===== src/rtl/ed25519_sign_master.sv =====
// rtl/ed25519_sign_master.sv - bus master that sequences one Ed25519 signing job on a register-mapped engine
module ed25519_sign_master #(
  parameter int          ID_CHECK   = 1,
  parameter logic [31:0] POLL_LIMIT = 32'd1048576
) (
  input  logic         clk,
  input  logic         rst,
  input  logic         start,
  input  logic [255:0] sk,
  input  logic [255:0] pk,
  input  logic [255:0] msg,
  output logic         busy,
  output logic         done,
  output logic         fail,
  output logic [255:0] r_out,
  output logic [255:0] s_out,
  output logic         cs,
  output logic         we,
  output logic [7:0]   address,
  output logic [31:0]  write_data,
  input  logic [31:0]  read_data,
  input  logic         error
);

  localparam logic [31:0] NAME0 = 32'h65643235;

  typedef enum logic [3:0] {
    S_IDLE, S_CHECK_ID, S_WRITE, S_WAIT_READY, S_START,
    S_WAIT_DONE, S_READ, S_DONE, S_FAULT
  } state_t;

  state_t        state;
  logic [255:0]  sk_q, pk_q, msg_q;
  logic [4:0]    idx;
  logic [4:0]    idx_nx;
  logic [31:0]  poll_cnt;
  logic          fault_hit;

  assign idx_nx = idx + 5'd1;

  // Write k: keys/message words land in 0x10, 0x20, 0x30 banks of eight
  function automatic logic [7:0] wr_addr(input logic [4:0] k);
    return {2'b00, k[4:3] + 2'd1, 1'b0, k[2:0]};
  endfunction

  function automatic logic [31:0] wr_word(input logic [4:0] k, input logic [255:0] a,
                                          input logic [255:0] b, input logic [255:0] c);
    logic [255:0] src;
    case (k[4:3])
      2'd0:    src = a;
      2'd1:    src = b;
      default: src = c;
    endcase
    return src[{k[2:0], 5'b0} +: 32];
  endfunction

  // Read j: R words at 0x40.., S words at 0x50..
  function automatic logic [7:0] rd_addr(input logic [4:0] j);
    return {3'b010, j[3], 1'b0, j[2:0]};
  endfunction

  // Abort condition for the access presented in the current cycle
  always_comb begin
    fault_hit = 1'b0;
    case (state)
      S_CHECK_ID:   fault_hit = error || (read_data != NAME0);
      S_WRITE,
      S_START,
      S_READ:       fault_hit = error;
      S_WAIT_READY: fault_hit = error || (!read_data[0] && poll_cnt == POLL_LIMIT - 32'd1);
      S_WAIT_DONE:  fault_hit = error || (!read_data[1] && poll_cnt == POLL_LIMIT - 32'd1);
      default:      fault_hit = 1'b0;
    endcase
  end

  // Job sequencer; bus outputs are registered and always describe the access of the current state
  always_ff @(posedge clk) begin
    if (rst) begin
      state      <= S_IDLE;
      cs         <= 1'b0;
      we         <= 1'b0;
      address    <= 8'h00;
      write_data <= 32'h0;
      busy       <= 1'b0;
      done       <= 1'b0;
      fail       <= 1'b0;
      r_out      <= '0;
      s_out      <= '0;
      sk_q       <= '0;
      pk_q       <= '0;
      msg_q      <= '0;
      idx        <= 5'd0;
      poll_cnt   <= 32'd0;
    end else if (fault_hit) begin
      state      <= S_FAULT;
      cs         <= 1'b0;
      we         <= 1'b0;
      address    <= 8'h00;
      write_data <= 32'h0;
      busy       <= 1'b0;
      done       <= 1'b1;
      fail       <= 1'b1;
      r_out      <= '0;
      s_out      <= '0;
      idx        <= 5'd0;
      poll_cnt   <= 32'd0;
    end else begin
      done <= 1'b0;
      case (state)
        S_IDLE: begin
          if (start) begin
            sk_q  <= sk;
            pk_q  <= pk;
            msg_q <= msg;
            busy  <= 1'b1;
            fail  <= 1'b0;
            r_out <= '0;
            s_out <= '0;
            cs    <= 1'b1;
            idx   <= 5'd0;
            if (ID_CHECK != 0) begin
              state      <= S_CHECK_ID;
              we         <= 1'b0;
              address    <= 8'h00;
              write_data <= 32'h0;
            end else begin
              state      <= S_WRITE;
              we         <= 1'b1;
              address    <= 8'h10;
              write_data <= sk[31:0];
            end
          end
        end
        S_CHECK_ID: begin
          state      <= S_WRITE;
          we         <= 1'b1;
          address    <= 8'h10;
          write_data <= sk_q[31:0];
          idx        <= 5'd0;
        end
        S_WRITE: begin
          if (idx == 5'd23) begin
            state      <= S_WAIT_READY;
            we         <= 1'b0;
            address    <= 8'h09;
            write_data <= 32'h0;
            poll_cnt   <= 32'd0;
          end else begin
            idx        <= idx_nx;
            address    <= wr_addr(idx_nx);
            write_data <= wr_word(idx_nx, sk_q, pk_q, msg_q);
          end
        end
        S_WAIT_READY: begin
          if (read_data[0]) begin
            state      <= S_START;
            we         <= 1'b1;
            address    <= 8'h08;
            write_data <= 32'h00000001;
          end else begin
            poll_cnt <= poll_cnt + 32'd1;
          end
        end
        S_START: begin
          state      <= S_WAIT_DONE;
          we         <= 1'b0;
          address    <= 8'h09;
          write_data <= 32'h0;
          poll_cnt   <= 32'd0;
        end
        S_WAIT_DONE: begin
          if (read_data[1]) begin
            state   <= S_READ;
            address <= 8'h40;
            idx     <= 5'd0;
          end else begin
            poll_cnt <= poll_cnt + 32'd1;
          end
        end
        S_READ: begin
          if (!idx[3]) r_out[{idx[2:0], 5'b0} +: 32] <= read_data;
          else         s_out[{idx[2:0], 5'b0} +: 32] <= read_data;
          if (idx == 5'd15) begin
            state   <= S_DONE;
            cs      <= 1'b0;
            address <= 8'h00;
            busy    <= 1'b0;
            done    <= 1'b1;
            fail    <= 1'b0;
            idx     <= 5'd0;
          end else begin
            idx     <= idx_nx;
            address <= rd_addr(idx_nx);
          end
        end
        S_DONE:  state <= S_IDLE;
        S_FAULT: state <= S_IDLE;
        default: state <= S_IDLE;
      endcase
    end
  end

endmodule

===== config.mk =====
export PLATFORM = sky130hd
export DESIGN_NAME = ed25519_sign_master
export DESIGN_NICKNAME = d
export VERILOG_FILES = /design/src/rtl/ed25519_sign_master.sv
export SDC_FILE = /design/constraint.sdc
export NUM_CORES = 2
export LEC_CHECK = 0
export BUFFER_PORTS_ARGS = -buffer_cell sky130_fd_sc_hd__clkbuf_2
export CAP_MARGIN = 25
export CORE_AREA = 2 2 527 529
export DETAILED_ROUTE_END_ITERATION = 10
export DIE_AREA = 0 0 529 531
export PLACE_DENSITY_LB_ADDON = 0.2
export SYNTH_ARGS = -nofsm -noshare
export SYNTH_HDL_FRONTEND = slang
export SYNTH_SLANG_ARGS = --single-unit

===== constraint.sdc =====
create_clock -name clk -period 3.2 [get_ports clk]
set_input_delay 0.32 -clock clk [delete_from_list [all_inputs] [get_ports clk]]
set_output_delay 0.32 -clock clk [all_outputs]
set_load 0.01 [all_outputs]

==> Yosys cells after proc, flatten, opt, wreduce, memory -nomap -nowiden <==
Index checks and enable logic that the tools add are counted.
Widths: inputs -> output; s select.
{ "totals": {"elab_cells": 129, "out_inout_bits": 557, "reg_bits": 1365, "input_bits": 804} }
{ "op_classes": {"eq_ne": 26, "n_shift": 3, "reduce_logical": 29, "bitwise_logic": 1, "add_sub_neg": 4, "mux": 51} }
{ "op_table": {"columns": ["cell", "count"], "rows": [
  ["$mux 256", 7],
  ["$pmux 256 s2", 3],
  ["$bwmux 256", 2],
  ["$shift 32x10->256 const A", 1],
  ["$shiftx 256x9->32", 1],
  ["$shiftx 32x10->256", 1],
  ["$mux 32", 6],
  ["$pmux 32 s5", 1],
  ["$pmux 32 s4", 1],
  ["$pmux 8 s7", 1],
  ["$add 32x1->32 const B", 1],
  ["$eq 32x20->1 const B", 1],
  ["$ne 32x31->1 const B", 1],
  ["$pmux 4 s7", 1],
  ["$pmux 5 s5", 1],
  ["$mux 4", 6],
  ["$mux 8", 3],
  ["$mux 5", 4],
  ["$ne 2x2->1 const B", 10],
  ["$reduce_and 3->1", 6],
  ["$reduce_and 4->1", 4],
  ["$ne 3x3->1 const B", 5],
  ["$eq 4x3->1 const B", 3],
  ["$neg 8->10", 1],
  ["27 further kinds", 43]
]} }

==> Depth between registers and ports, before layout <==
{ "depth": {"word_depth": 10, "mapped_depth": 15, "mapped_depth_nobuf": 11} }

==> Worst setup path after synthesis <==
Ideal clock, no wire load.
{ "synth_path": {"kind": "register to register", "from": "register idx[0]", "to": "register s_out[194]", "stages_incl_launch_ff": 14, "arrival_time_ns": 3.231, "setup_slack_ns": -0.096, "setup_ns": 0.065, "path_cell_list": "dfxtp_1 -> clkbuf_1 -> clkbuf_1 -> buf_1 -> inv_1 -> ha_1 -> inv_1 -> or3_1 -> nor3_1 -> nor2b_1 -> clkbuf_1 -> clkbuf_1 -> a22oi_1 -> nor2_1"} }
{ "synth_via": {"elab_chain_cells": 5} }
{ "synth_lines": {"columns": ["element", "line_no", "text"], "rows": [
  ["start, declared", "34", "logic [4:0] idx;"],
  ["start signal, assigned", "149", "idx <= idx_nx;"],
  ["start signal, assigned", "192", "idx <= idx_nx;"],
  ["$neg 8->10 *", "182", "else s_out[{idx[2:0], 5'b0} +: 32] <= read_data;"],
  ["$shiftx 32x10->256 or $shift 32x10->256 (tied branches)", "182", null],
  ["$bwmux 256 *", "182", null],
  ["$mux 256 *", "181", "if (!idx[3]) r_out[{idx[2:0], 5'b0} +: 32] <= read_data;"],
  ["$pmux 256 s2 *", "109", "case (state)"],
  ["end signal, assigned by index", "182", null],
  ["end, declared", "16", "output logic [255:0] s_out,"]
]} }
Mark *: on every way between the ends. The rest lies on a longest branch, timed or not. The select of a mux whose other input is x is not followed.
A chain may end at the register's enable or synchronous reset.

==> Worst setup path in the final report <==
{ "layout_path": {"from": "register idx[0]", "to": "register write_data[29]"} }
{ "layout_via": {"elab_chain_cells": 10} }
{ "layout_lines": {"columns": ["element", "line_no", "text"], "rows": [
  ["$add 5x1->5", "39", "assign idx_nx = idx + 5'd1;"],
  ["$eq 2x1->1 or $logic_not 2->1 (tied branches)", "49", "case (k[4:3])"],
  ["$pmux 256 s2", "49", null],
  ["$mux 256", "142", "if (idx == 5'd23) begin"],
  ["$mux 256", "109", null],
  ["$mux 256", "94", "end else if (fault_hit) begin"],
  ["$mux 256", "78", "if (rst) begin"],
  ["$shiftx 256x9->32", "54", "return src[{k[2:0], 5'b0} +: 32];"],
  ["$mux 32 *", "142", null],
  ["$pmux 32 s5 *", "109", null],
  ["end signal, assigned", "130", "write_data <= sk[31:0];"],
  ["end signal, assigned", "138", "write_data <= sk_q[31:0];"],
  ["end signal, assigned", "151", "write_data <= wr_word(idx_nx, sk_q, pk_q, msg_q);"],
  ["end, declared", "20", "output logic [31:0] write_data,"]
]} }
Marked as above.

==> metrics.md <==
| Metric | Value |
|---|---|
| Met3 WL | around 19000 µm |
| Hold path cells | 4 |
| Setup TNS | 0 ps |
| Top FF cell, synth | dfxtp_1 |
| Min cycle time layout | 3190 ps |
| Part of the cycle the worst path needs | 0.996 |
| CP top delay family | simple AND/OR/NAND/NOR gates |
| Die Y | roughly 530 µm |
| Leak | 32.3 nW |
| Routability Congestion | slightly above 0.9 |
| CP Buf/Inv Count | 4 |
| Crit start category | flip-flop |
| Row Count | approximately 190 |
| Horiz. Die Dim | approximately 530 µm |
| Crit end category | flip-flop |
| Vias | 59602 |
| Worst path cell trace | ha_2 > nand3_2 > inv_2 > ha_4 > buf_4 > nor2b_4 > buf_12 > a221o_1 > a21oi_1 > nor3_2 > buf_4 > nor4_2 > a21oi_1 |
| Synth cell count leaders | 1884 x nand2_1, 1364 x dfxtp_1, 963 x a21oi_1 |
| DR top layer | met4 |
| Largest stage delay on the critical path | 490 ps |
| Final setup margin | about 14 ps |
| Synth area leaders | dfxtp_1 51%, nand2_1 13%, a21oi_1 9.1%, a22oi_1 7.5%, nor2_1 4.1% |
| Wl on met1 | 129000 µm |
| Worst slew margin | 0.175 |
| H-Tree Depth | 4 |
| Worst Reg-to-Reg Cells | 13 |
| Status | completed |
| Required time of the critical path | about 4000 ps |
| Worst Tran Pin Value | 1240 ps |
| Fin cells | 12570 |
| Setup CP Type | flip-flop to flip-flop |
| Tot GR Track Use | 0.234 |
| Synth unique cells | 65 |
| Final Max Tran Viols | 0 |
| Synthesis-to-finish area growth | 52.9% |
| Remaining antenna violation count | 0 |
| Number of enable flip-flop cells after synthesis | 0 |
| Cells after synthesis | about 6700 |
| NumNets Final | 9640 |
| CTS tree | done |
| Pwr/cell area | 708 nW/µm² |
| R2R Path Start | idx[0] |
| CP max-delay cell | nor3_2 |
| Finished Cell Area | 81200 µm² |
| Port Buffers | 1359 |
| Most frequent cell after synthesis | nand2_1 |
| WL final | 345000 µm |
| Post-DP HPWL | 264000 µm |
| Register area share after synthesis | 0.514 |
| Clock Skew | between 60 and 70 ps |
| RSZ-0062 raised after global routing | no |
| Share of cells above drive strength 1 | 0.255 |
| # DRC | 0 |
| Hold Startpoint | read_data[9] |
| Hold Path Class | input port to flip-flop |
| Met2 WL | around 170000 µm |
| Worst hold margin | about 86 ps |
| Post-synth top area cell | dfxtp_1 |
| Num CTS Buffers | 163 |
| Clk root buf | clkbuf_16 |
| Vias per inst | 4.74 |
| Initial core utilization | 0.193 |
| Max clock buf depth | 3 |
| CP Max Fanout | a little under 60 |
| Worst vdd ir | 0.435 mV |
| Post-synthesis area per instance | 7.97 µm² |
| Clock-pin transition on the worst setup and hold timing paths | roughly 60 ps |
| Synth Warn # | 0 |
| WP depth | 13 |
| Post-Syn Area | 53100 µm² |
| Synth Register Bits | 1364 |
| FMAX | approximately 310 MHz |
| Initial antenna violation count | 21 |
| FFs w/ async S/R, synth | 0 |
| Synth top area share | 0.514 |
| Dpl cell area | 66500 µm² |
| I/O Pins | 1361 |
| Arrival @ worst endpoint | 3940 ps |
| First-pass GRT wire length | 462000 µm |
| First DRT Iteration DRCs | 4528 |
| Grt ovf | 0 |
| Largest net degree at the start of global routing | between 150 and 200 |
| Endpoints failing hold | 0 |
| Endpoints failing setup | 0 |
| Post-Syn Nets | 7472 |
| Placed Cells | 11459 |
| MaxCap Viol Count | 0 |
| Die Area | 281000 µm² |
| First-pass DRT Iterations | 6 |
| Worst-Skew Late Latency | 850 ps |
| Mean routed wirelength per cell | 27.5 µm |
| Core Region | ~280000 µm² |
| CTS Sinks | about 1400 |
| Crit path from | idx[0] |
| Vias in the first global route | 57650 |
| Pre-CTS setup slack | -819 ps |
[per-stage QoR]
stage	utilization	power, W
final	0.295	0.0574
after global routing	0.295	0.0598
after CTS	0.293	0.0580
after detailed placement	0.242	0.0374
after global placement	0.241	0.0374
after floorplan	-	0.0285
[repair_timing]
action	in CTS	in global routing
setup buffers	5	2
hold buffers	802	0
resized for setup	123	56
endpoints found under the hold margin	772	0
pin swaps	9	4
gates cloned	2	2
endpoints found under the setup margin	32	36
[per-layer routing]
layer	GRT usage	vias up
met5	0	-
met1	0.256	29178
met3	0.0382	651
met2	0.422	2512
met4	0.137	0
li1	-	27261
[flip-flops by register name (all words and copies together) (netlist names)]
register / flops
poll_cnt: 32
sk_q: 256
state: 4
s_out: 256
cs: 1
we: 1
write_data: 32
done: 1
fail: 1
idx: 5
pk_q: 256
address: 7
r_out: 256
msg_q: 256
[power breakdown]
part	switching [W]	internal (W)	leakage [nW]
Sequential	0.00203	0.0191	11.1
Combinational	0.0116	0.00540	18.5
Clock	0.00822	0.0110	2.68
Total	0.0219	0.0356	32.3
[layout by cell type (no fill, tap or decap), drive strengths merged, types with 7 or more instances in the layout]
| cell | count |
|---|---|
| nand2 | 1884 |
| clkbuf | 1589 |
| dfxtp | 1364 |
| a21oi | 964 |
| dlygate4sd3 | 802 |
| nor2 | 576 |
| a22oi | 530 |
| buf | 482 |
| nor3 | 133 |
| a221oi | 126 |
| a221o | 121 |
| nand3 | 66 |
| clkinv | 42 |
| and2 | 39 |
| nor4 | 36 |
| inv | 20 |
| o21ai | 20 |
| xor2 | 19 |
| nand4 | 15 |
| diode | 12 |
| xnor2 | 11 |
| and3 | 11 |
| bufinv | 10 |
| nor2b | 7 |
| ha | 7 |
[path summary, 6_finish.rpt]
path                     to  slack, ps
max          write_data[29]         10
min              r_out[233]         90
max reg2reg  write_data[29]         10
min reg2reg      r_out[217]        450
[layout make-up]
class	count	area, µm²
Antenna cell	12	30.0
Clock buffer	229	4660
Clock inverter	58	822
Fill cell	29536	194000
Inverter	18	67.6
Multi-Input combinational cell	4637	24200
Sequential cell	1364	27300
Tap cell	3607	4510
Timing Repair Buffer	2645	19600
[tightest hold or removal path, cell delays in order]
cell,delay (ps)
clkbuf_2,110
and2_1,150
nand3_1,170
a21oi_1,90
[logic make-up (layout without fill, tap and decap cells)]
kind of cell | Yosys count | after routing | share of synthesized area
flops | 1364 | 1364 | 0.514
other cells | 1 | 13 | 0.0000706
compound gates | 1797 | 1797 | 0.217
simple gates | 2801 | 2801 | 0.211
mux | 1 | 1 | 0.000212
fa+ha+maj | 7 | 7 | 0.00165
xor+xnor | 30 | 30 | 0.00495
buf+inv | 660 | 2950 | 0.0502
Power figures use the tool's default switching activity.
